<file path="config.mk">
export PLATFORM = sky130hd
export DESIGN_NAME = ram_arbiter_flat
export DESIGN_NICKNAME = d
export VERILOG_FILES = /design/src/rtl/ram_arbiter_if.sv /design/src/rtl/ram_arbiter.sv /design/src/flat_wrapper.sv
export SDC_FILE = /design/constraint.sdc
export NUM_CORES = 1
export LEC_CHECK = 0
export ABC_AREA = 1
export CORE_MARGIN = 2
export CORE_UTILIZATION = 30
export CTS_CLUSTER_DIAMETER = 50
export CTS_CLUSTER_SIZE = 20
export DETAILED_ROUTE_END_ITERATION = 6
export PLACE_DENSITY = 0.73
export SLEW_MARGIN = 10
export SYNTH_ARGS = -nofsm -noshare
export SYNTH_HDL_FRONTEND = slang
export SYNTH_SLANG_ARGS = --single-unit
export TNS_END_PERCENT = 30
</file>
<file path="constraint.sdc">
create_clock -name CLK -period 1.9 [get_ports CLK]
set_input_delay 0.285 -clock CLK [delete_from_list [all_inputs] [get_ports CLK]]
set_output_delay 0.285 -clock CLK [all_outputs]
set_load 0.03 [all_outputs]
</file>
<file path="src/rtl/ram_arbiter_if.sv">
// ram_arbiter_if: CPU-side request/response and RAM-side bus bundled for ram_arbiter.
// slave is the arbiter's view; master is the surrounding request unit and RAM model.
interface ram_arbiter_if #(
    parameter int ADDR_W = 32,
    parameter int DATA_W = 32
);
    logic              iREN;
    logic [ADDR_W-1:0] iaddr;
    logic              dREN;
    logic              dWEN;
    logic [ADDR_W-1:0] daddr;
    logic [DATA_W-1:0] dstore;
    logic              ihit;
    logic [DATA_W-1:0] iload;
    logic              dhit;
    logic [DATA_W-1:0] dload;
    logic              ramREN;
    logic              ramWEN;
    logic [ADDR_W-1:0] ramaddr;
    logic [DATA_W-1:0] ramstore;
    logic [DATA_W-1:0] ramload;
    logic [1:0]        ramstate;
    logic              err;

    modport slave (
        input  iREN, iaddr, dREN, dWEN, daddr, dstore, ramload, ramstate,
        output ihit, iload, dhit, dload, ramREN, ramWEN, ramaddr, ramstore, err
    );

    modport master (
        output iREN, iaddr, dREN, dWEN, daddr, dstore, ramload, ramstate,
        input  ihit, iload, dhit, dload, ramREN, ramWEN, ramaddr, ramstore, err
    );
endinterface

</file>
<file path="src/rtl/ram_arbiter.sv">
// ram_arbiter: arbitrates data (priority) and instruction requests onto a single-ported RAM.
// Define RAM_TIMEOUT_EN to add an access watchdog that enters ERR after TIMEOUT stalled cycles.
module ram_arbiter #(
    parameter int ADDR_W  = 32,
    parameter int DATA_W  = 32,
    parameter int TIMEOUT = 255
) (
    input logic          CLK,
    input logic          RST,
    ram_arbiter_if.slave bus
);

    typedef enum logic [1:0] {
        IDLE  = 2'd0,
        D_ACC = 2'd1,
        I_ACC = 2'd2,
        ERR   = 2'd3
    } state_t;

    localparam logic [1:0] RAM_ACCESS = 2'd2;
    localparam logic [1:0] RAM_ERROR  = 2'd3;

    state_t            state, next_state;
    logic [ADDR_W-1:0] addr_q;
    logic [DATA_W-1:0] store_q;
    logic              wr_q;
    logic              rd_q;
    logic              timeout_hit;
    logic              ihit_c, dhit_c;

    wire d_req   = bus.dREN | bus.dWEN;
    wire ram_acc = (bus.ramstate == RAM_ACCESS);
    wire ram_err = (bus.ramstate == RAM_ERROR);

`ifdef RAM_TIMEOUT_EN
    localparam int CNT_W = (TIMEOUT > 255) ? $clog2(TIMEOUT + 1) : 8;

    logic [CNT_W-1:0] stall_cnt;

    // Cleared while idle so every access starts counting from zero.
    always_ff @(posedge CLK or posedge RST) begin
        if (RST)
            stall_cnt <= '0;
        else if (state == IDLE)
            stall_cnt <= '0;
        else if ((state == D_ACC || state == I_ACC) && !ram_acc)
            stall_cnt <= stall_cnt + CNT_W'(1);
    end

    // This stalled cycle brings the count up to TIMEOUT.
    assign timeout_hit = (stall_cnt == CNT_W'(TIMEOUT - 1));
`else
    // No watchdog: TIMEOUT only appears here so the parameter list matches both builds.
    assign timeout_hit = (TIMEOUT < 0);
`endif

    // NOTE: state is updated with <= so every process sees the pre-edge value during the edge.
    always_ff @(posedge CLK or posedge RST) begin
        if (RST) begin
            state   <= IDLE;
            addr_q  <= '0;
            store_q <= '0;
            wr_q    <= 1'b0;
            rd_q    <= 1'b0;
        end else begin
            state <= next_state;
            if (state == IDLE && next_state == D_ACC) begin
                addr_q  <= bus.daddr;
                store_q <= bus.dstore;
                wr_q    <= bus.dWEN;
                rd_q    <= bus.dREN & ~bus.dWEN;
            end else if (state == IDLE && next_state == I_ACC) begin
                addr_q <= bus.iaddr;
                wr_q   <= 1'b0;
                rd_q   <= 1'b1;
            end
        end
    end

    // NOTE: every output of this block gets a default first so no path can infer a latch.
    always_comb begin
        next_state = state;
        ihit_c     = 1'b0;
        dhit_c     = 1'b0;
        bus.ramREN = 1'b0;
        bus.ramWEN = 1'b0;
        unique case (state)
            IDLE: begin
                if (d_req)
                    next_state = D_ACC;
                else if (bus.iREN)
                    next_state = I_ACC;
            end
            D_ACC: begin
                bus.ramREN = rd_q;
                bus.ramWEN = wr_q;
                if (ram_acc) begin
                    dhit_c     = 1'b1;
                    next_state = IDLE;
                end else if (ram_err)
                    next_state = ERR;
                else if (!d_req)
                    next_state = IDLE;
                else if (timeout_hit)
                    next_state = ERR;
            end
            I_ACC: begin
                bus.ramREN = 1'b1;
                if (ram_acc) begin
                    ihit_c     = 1'b1;
                    next_state = IDLE;
                end else if (ram_err)
                    next_state = ERR;
                else if (!bus.iREN)
                    next_state = IDLE;
                else if (timeout_hit)
                    next_state = ERR;
            end
            ERR: next_state = ERR;
            default: next_state = IDLE;
        endcase
    end

    assign bus.ihit     = ihit_c;
    assign bus.dhit     = dhit_c;
    assign bus.iload    = ihit_c ? bus.ramload : '0;
    assign bus.dload    = dhit_c ? bus.ramload : '0;
    assign bus.ramaddr  = addr_q;
    assign bus.ramstore = store_q;
    assign bus.err      = (state == ERR);

endmodule

</file>
<file path="src/flat_wrapper.sv">
// flat-port wrapper written by rule: the top's interface ports become plain ports
module ram_arbiter_flat 
#(
    parameter int ADDR_W  = 32,
    parameter int DATA_W  = 32,
    parameter int TIMEOUT = 255
)
  (CLK, RST, bus_iREN, bus_iaddr, bus_dREN, bus_dWEN, bus_daddr, bus_dstore, bus_ramload, bus_ramstate, bus_ihit, bus_iload, bus_dhit, bus_dload, bus_ramREN, bus_ramWEN, bus_ramaddr, bus_ramstore, bus_err);
  ram_arbiter_if #(.ADDR_W(ADDR_W), .DATA_W(DATA_W)) bus_i ();
  input logic CLK;
  input logic RST;
  input wire logic [$bits(bus_i.iREN)-1:0] bus_iREN;
  input wire logic [$bits(bus_i.iaddr)-1:0] bus_iaddr;
  input wire logic [$bits(bus_i.dREN)-1:0] bus_dREN;
  input wire logic [$bits(bus_i.dWEN)-1:0] bus_dWEN;
  input wire logic [$bits(bus_i.daddr)-1:0] bus_daddr;
  input wire logic [$bits(bus_i.dstore)-1:0] bus_dstore;
  input wire logic [$bits(bus_i.ramload)-1:0] bus_ramload;
  input wire logic [$bits(bus_i.ramstate)-1:0] bus_ramstate;
  output wire logic [$bits(bus_i.ihit)-1:0] bus_ihit;
  output wire logic [$bits(bus_i.iload)-1:0] bus_iload;
  output wire logic [$bits(bus_i.dhit)-1:0] bus_dhit;
  output wire logic [$bits(bus_i.dload)-1:0] bus_dload;
  output wire logic [$bits(bus_i.ramREN)-1:0] bus_ramREN;
  output wire logic [$bits(bus_i.ramWEN)-1:0] bus_ramWEN;
  output wire logic [$bits(bus_i.ramaddr)-1:0] bus_ramaddr;
  output wire logic [$bits(bus_i.ramstore)-1:0] bus_ramstore;
  output wire logic [$bits(bus_i.err)-1:0] bus_err;
  assign bus_i.iREN = bus_iREN;
  assign bus_i.iaddr = bus_iaddr;
  assign bus_i.dREN = bus_dREN;
  assign bus_i.dWEN = bus_dWEN;
  assign bus_i.daddr = bus_daddr;
  assign bus_i.dstore = bus_dstore;
  assign bus_i.ramload = bus_ramload;
  assign bus_i.ramstate = bus_ramstate;
  assign bus_ihit = bus_i.ihit;
  assign bus_iload = bus_i.iload;
  assign bus_dhit = bus_i.dhit;
  assign bus_dload = bus_i.dload;
  assign bus_ramREN = bus_i.ramREN;
  assign bus_ramWEN = bus_i.ramWEN;
  assign bus_ramaddr = bus_i.ramaddr;
  assign bus_ramstore = bus_i.ramstore;
  assign bus_err = bus_i.err;
  ram_arbiter #(.ADDR_W(ADDR_W), .DATA_W(DATA_W), .TIMEOUT(TIMEOUT)) u_core (.CLK(CLK), .RST(RST), .bus(bus_i));
endmodule
</file>
==> summary.txt, run 1 <==
Clock tree
  • CTS root buf: clkbuf_16
  • CTS Sinks: 68
  • Clock Pin Slew Worst Setup and Hold Paths: 60 ps
  • Hold Buf Count CTS: 0
  • CTS buffer count: 9
  • Clk Latency, worst-skew pair: 330 ps
  • Max Root-Sink Buffers: 2
  • # H-tree levels: 3
  • CTS tree: yes

Hold path
  • Worst min-delay path class: in -> async

Cells and area
  • Area Growth Syn to Fin: 107%
  • Commonest cells after routing, fill and taps aside: 198 x clkdlybuf4s50_1, 145 x nand2_1, 134 x inv_1, 68 x dfrtp_1, 64 x nor2_4
  • Layout filler cell count: 1034
  • Commonest non-fill, non-tap cell in the layout: clkdlybuf4s50_1
  • Storage element area: 1700 um2
  • Final #Nets: 1002
  • Area of the multi-input gates: 2000 um2
  • Share of post-route cells with drive strength above 1: 24.1%
  • Fin cells: 1041

Placement
  • Port buffer count: 267
  • DPL Wire Length: 10500 um
  • Routability cong.: 0.773
  • Cell count after placement: 1005

Worst setup path
  • Reg2reg end: u_core.bus.ramstore[16]$_DFFE_PP0P_
  • Critical path class: reg -> out
  • R2r startpoint: u_core.state[0]$_DFF_PP0_
  • Setup slack, reg-to-reg: 90 ps
  • Worst path cell trace: inv_2 > ha_4 > inv_4 > nor2_4 > inv_4 > bufbuf_16 > nor2_4 > buf_6
  • Slowest-stage cell, CP: dfrtp_1
  • CP Max Fanout: 5
  • Critical Path Sink Type: output port
  • CP required: 1620 ps
  • Critical Path Source Type: register
  • Max incr delay on CP: 420 ps
  • WP data arrival: 1760 ps
  • Worst-case reg-to-reg path depth: 10

Timing
  • Setup WS post-layout: -141 ps
  • Fin crit period: 2040 ps
  • RSZ-0062 raised after global routing: yes
  • Rel. slew slack: 74.8%
  • # setup viols final: 49
  • Worst Tran Pin Value: 377 ps
  • Setup Skew: 4.06 ps
  • Fmax: 0.490 GHz
  • Setup_tns: -3290 ps
  • Final clock period utilization by the worst path: 107%
  • Final hold vios: 0
  • Max-slew violation count: 0

Synth
  • Mapped Nets: 713
  • Post-synth top flop: dfrtp_1
  • Syn_area_per_cell: 6.78 um2
  • Seq/Total Area, Yosys: 43.7%
  • Synthesized cell area: 3890 um2
  • Gate Count Post-Synth: 574
  • Flops & latches, synth: 68
  • Post-synth EDFFs: 0
  • Synth unique cells: 21
  • Yosys warns: 0
  • FFs w/ async S/R, synth: 100%

Routing
  • Final WL: 14500 um
  • Vias/cell: 4.39
  • WL per Instance: 13.9 um
  • Initial DRC Count: 132
  • 1st-pass router iterations: 4
  • Antenna-violating nets left: 0
  • Number of remaining DRC errors: 0
  • Routed via count: 4572

Power and ir drop
  • VDD IR max: 872 uV
  • Cell Pwr Density: 1360 nW/um2
  • Leak Pwr: 4.01 nW

Flow run
  • Max Cap Viol: 0

Die
  • Core Area: 12600 um2
  • Die area: 13900 um2
  • Initial Utilization: 30.8%
  • Row count: 41
  • I/O pins: 268
  • Chip Width: 118 um
  • Die Y: 118 um

Global route
  • GRT Total Usage: 21.1%
  • Initial antenna violation count: 1
  • First-pass GRT wire length: 23500 um
  • Grt ovf: 0
  • Number of global-route vias before repair: 4671
  • Largest net degree at the start of global routing: 69

Status
  • Status: finished with violations
  • Failing checks: negative setup slack
## layout make-up
cell class	count	share of cell area, %
tap	172	2.67
sequential	68	21.1
clock inverter	7	1.23
antenna	1	0.0310
timing repair buffer	310	40.6
clock buffer	9	2.79
multi-input combinational	332	24.8
inverter	142	6.84
## worst max-delay path: cells and delay by family (launching register included)
| family | cells | cell delay [ps] |
|---|---|---|
| DFF | 1 | 420 |
| and+or+nand+nor | 2 | 220 |
| adders and majority gates | 1 | 150 |
| buffers and inverters | 5 | 640 |
## routing by layer
metal / routed length (um) / part of all wire [%] / GRT usage (%)
met1: 5560 / 38 / 22.6
met2: 7340 / 51 / 38.2
met5: 0 / 0 / 0
met4: 395 / 2.7 / 8.06
met3: 1170 / 8.1 / 6.98
## synth_stat cells, types with 7 or more instances
library cell,instances,share of area (%)
nand3_1,33,4.2
buf_2,8,1.0
o21ai_0,24,3.1
nand4_1,33,5.3
inv_1,141,14
nor2_1,72,6.9
dfrtp_1,68,44
nand2_1,146,14
o21ai_1,10,1.3
clkbuf_1,10,0.96
buf_1,7,0.68
## repair_timing
action,in CTS,in global routing
endpoints found under the setup margin,66,99
pin swaps,3,2
cloned,3,0
setup buffers,13,3
resized for setup,61,28
## cell families after synthesis
logic type      after synthesis  synth area share (%)
compound gates               39                  5.08
buf+inv                     174                  18.0
flops                        68                  43.7
fa+ha+maj                     4                  1.29
simple gates                289                  31.9
## stage by stage
stage | cell area, um2 | power (W) | hold WS [ps] | util, % | worst slack, ps
6_report | 8070 | 0.0110 | 405 | 63.9 | -141
3_3_place_gp | 7230 | 0.00875 | 462 | 57.3 | -33.3
2_1_floorplan | 4380 | 0.00626 | 402 | - | 55.9
3_5_place_dp | 7230 | 0.00883 | 464 | 57.3 | -99.7
5_1_grt | 8070 | 0.0117 | 458 | 63.9 | -192
4_1_cts | 7950 | 0.0110 | 432 | 63.0 | -103
## flip-flops by register name (all words and copies together), names as in the netlist
signal and cells:
u_core.bus.ramaddr 32, u_core.bus.ramstore 32, u_core.rd_q 1, u_core.state 2
u_core.wr_q 1
## how the worst max path moves through the flow
| stage | start | end | slack [ps] | cells past startpoint |
|---|---|---|---|---|
| 4_1_cts | u_core.state[1]$_DFF_PP0_ | bus_iload[30] | -100 | 8 |
| 3_3_place_gp | bus_dWEN | u_core.bus.ramaddr[25]$_DFFE_PP0P_ | -30 | 8 |
| 5_1_grt | u_core.state[0]$_DFF_PP0_ | bus_iload[23] | -190 | 8 |
| 6_report | u_core.state[0]$_DFF_PP0_ | bus_iload[15] | -140 | 8 |
| 3_5_place_dp | bus_dREN | u_core.bus.ramaddr[3]$_DFFE_PP0P_ | -100 | 8 |
| 2_1_floorplan | u_core.state[1]$_DFF_PP0_ | bus_dload[10] | 60 | 7 |
## where the power goes
| group | internal (W) | total, W | switching (W) |
|---|---|---|---|
| clock network | 0.00116 | 0.00181 | 0.000652 |
| registers | 0.00218 | 0.00258 | 0.000398 |
| logic | 0.00274 | 0.00659 | 0.00385 |
| total | 0.00608 | 0.0110 | 0.00490 |
(Power assumes the default switching activity.)
==> run 2, diff against run 1 <==
--- a/config.mk
+++ b/config.mk
@@ -7,11 +7,11 @@
 export LEC_CHECK = 0
 export ABC_AREA = 1
 export CORE_MARGIN = 2
-export CORE_UTILIZATION = 30
+export CORE_UTILIZATION = 32
 export CTS_CLUSTER_DIAMETER = 50
 export CTS_CLUSTER_SIZE = 20
 export DETAILED_ROUTE_END_ITERATION = 6
-export PLACE_DENSITY = 0.73
+export PLACE_DENSITY = 0.82
 export SLEW_MARGIN = 10
 export SYNTH_ARGS = -nofsm -noshare
 export SYNTH_HDL_FRONTEND = slang
==> summary.txt, run 2 (same netlist as run 1, synthesis figures left out) <==
Worst setup path
  • CP required: 1620 ps (about the same)
  • Setup slack, reg-to-reg: 90 ps (about the same)
  • Worst Path Buf+Inv: 6 (+1)
  • Critical Path Sink Type: output port
  • R2r startpoint: u_core.state[0]$_DFF_PP0_
  • Worst-case reg-to-reg path depth: 10 (unchanged)
  • Slowest-stage cell, CP: dfrtp_2
  • Critical Path Source Type: register
  • Max incr delay on CP: 410 ps (about the same)
  • Reg2reg end: u_core.bus.ramaddr[2]$_DFFE_PP0P_
  • Cell family with most CP delay: buffers and inverters
  • WP data arrival: 1740 ps (-20 ps)
  • CP Max Fanout: 5 (unchanged)
  • Critical path class: reg -> out
  • Worst path cell trace: buf_12 > ha_4 > inv_4 > nor2_4 > inv_6 > buf_6 > buf_12 > nor2_4 > buf_6

Placement
  • DPL Wire Length: 10000 um (-4.6%)
  • Cell Area, Placed: 7150 um2 (-1.1%)
  • Cell count after placement: 977 (-2.8%)
  • Routability cong.: 0.823 (+6.5%)
  • Port buffer count: 267 (unchanged)
  • DP Worst Slack: -44.8 ps (+54.9 ps)

Timing
  • Fmax: 0.493 GHz (+0.65%)
  • Final clock period utilization by the worst path: 107% (-0.69 points)
  • Rel. slew slack: 74.1% (-0.74 points)
  • Setup Skew: 7.53 ps (+3.47 ps)
  • # setup viols final: 65 (+33%)
  • Final hold vios: 0 (unchanged)
  • Setup WS post-layout: -128 ps (+13.1 ps)
  • Final Hold Slack: 403 ps (-2.07 ps)
  • Fin crit period: 2030 ps (-13.1 ps)
  • RSZ-0062 raised after global routing: yes
  • Worst Tran Pin Value: 389 ps (+11.2 ps)
  • Max-slew violation count: 0 (unchanged)

Cells and area
  • Final #Nets: 996 (-0.60%)
  • Share of post-route cells with drive strength above 1: 24.4% (+0.28 points)
  • Fin cells: 1012 (-2.8%)
  • Commonest cells after routing, fill and taps aside: 198 x clkdlybuf4s50_1, 139 x nand2_1, 134 x inv_1, 66 x dfrtp_1, 64 x nor2_4
  • Area Growth Syn to Fin: 106%
  • Final Cell Area: 8030 um2 (-0.45%)
  • Commonest non-fill, non-tap cell in the layout: clkdlybuf4s50_1
  • Final design utilization: 67.1% (+3.2 points)

Routing
  • Number of remaining DRC errors: 0 (unchanged)
  • Routed via count: 4548 (-0.52%)
  • Vias/cell: 4.49 (+2.3%)
  • Initial DRC Count: 209 (+58%)
  • Final WL: 14800 um (+2.0%)
  • Antenna-violating nets left: 0 (unchanged)
  • 1st-pass router iterations: 6 (+2)
  • WL per Instance: 14.6 um (+5.0%)

Status
  • Failing checks: negative setup slack
  • Status: finished with violations

Die
  • Die Y: 114 um (-3.1%)
  • Chip Width: 114 um (-3.1%)
  • I/O pins: 268 (unchanged)
  • Initial Utilization: 32.5% (+1.7 points)
  • Die area: 13100 um2 (-6.0%)
  • Row count: 40 (-2.4%)
  • Core Area: 12000 um2 (-5.2%)

Clock tree
  • CTS root buf: clkbuf_16
  • Clk Latency, worst-skew pair: 320 ps (about the same)
  • CTS tree: yes
  • CTS buffer count: 9 (unchanged)
  • Max Root-Sink Buffers: 2 (unchanged)
  • Hold Buf Count CTS: 0 (unchanged)
  • Clock Pin Slew Worst Setup and Hold Paths: 50 ps (about the same)
  • CTS Sinks: 68 (unchanged)
  • # H-tree levels: 3 (unchanged)

Global route
  • Largest net degree at the start of global routing: 98 (+42%)
  • Number of global-route vias before repair: 4729 (+1.2%)
  • First-pass GRT wire length: 23600 um (+0.41%)
  • Grt ovf: 0 (unchanged)
  • Initial antenna violation count: 3 (+2)
  • GRT Total Usage: 22.8% (+1.8 points)

Power and ir drop
  • Cell Pwr Density: 1350 nW/um2 (-0.49%)
  • VDD IR max: 980 uV (+12%)
  • Leak Pwr: 3.97 nW (-0.90%)

Flow run
  • Max Cap Viol: 0 (unchanged)

Hold path
  • Worst min-delay path class: in -> async
run 2: power breakdown:
part	internal, W	switching (W)	total (W)
Combinational	0.00267	0.00386	0.00653
Sequential	0.00219	0.000404	0.00259
Clock	0.00115	0.000610	0.00176
Total	0.00600	0.00487	0.0109
run 2: tightest hold or removal path, stage by stage:
cell	delay (ps)
clkdlybuf4s50_1	440
clkinvlp_4	90
buf_12	310
run 2: routing by layer:
layer | global-route usage [%] | routed length, um | share of wire [%] | vias to the layer above
li1 | - | - | - | 2279
met1 | 23.9 | 5490 | 37 | 2066
met2 | 40.7 | 7800 | 53 | 184
met3 | 7.78 | 1160 | 7.9 | 19
met4 | 11.5 | 319 | 2.2 | 0
met5 | 0 | 0 | 0 | -
run 2: metrics by stage:
stage,power [W],setup TNS (ps)
finish,0.0109,-4170
global route,0.0116,-7550
CTS,0.0109,-2980
detailed placement,0.00866,-600
global placement,0.00858,0
floorplan,0.00626,0
run 2: final cells by class:
cell class                      instances  area [um2]
Timing Repair Buffer                  304        3250
Antenna cell                            3        7.51
Clock inverter                          6        88.8
Fill cell                             914        3930
Inverter                              142         557
Multi-Input combinational cell        332        2010
Clock buffer                           10         229
Sequential cell                        68        1700
Tap cell                              147         184
run 2: worst max-delay path by stage:
stage	from	endpoint	slack [ps]	cells past startpoint
after global routing	u_core.state[0]$_DFF_PP0_	bus_dload[3]	-190	9
final	u_core.state[0]$_DFF_PP0_	bus_dload[21]	-130	9
after detailed placement	bus_dREN	u_core.bus.ramaddr[30]$_DFFE_PP0P_	-40	8
after floorplan	u_core.state[1]$_DFF_PP0_	bus_dload[10]	60	7
after global placement	bus_dREN	u_core.bus.ramaddr[26]$_DFFE_PP0P_	0.4	8
after CTS	u_core.state[0]$_DFF_PP0_	bus_dload[21]	-100	9
run 2: timing repair:
action                     in CTS  in global routing
setup buffers                  12                  0
gates cloned                    4                  0
setup endpoints to repair      65                100
pin swaps                       5                  3
resized for setup              83                 17
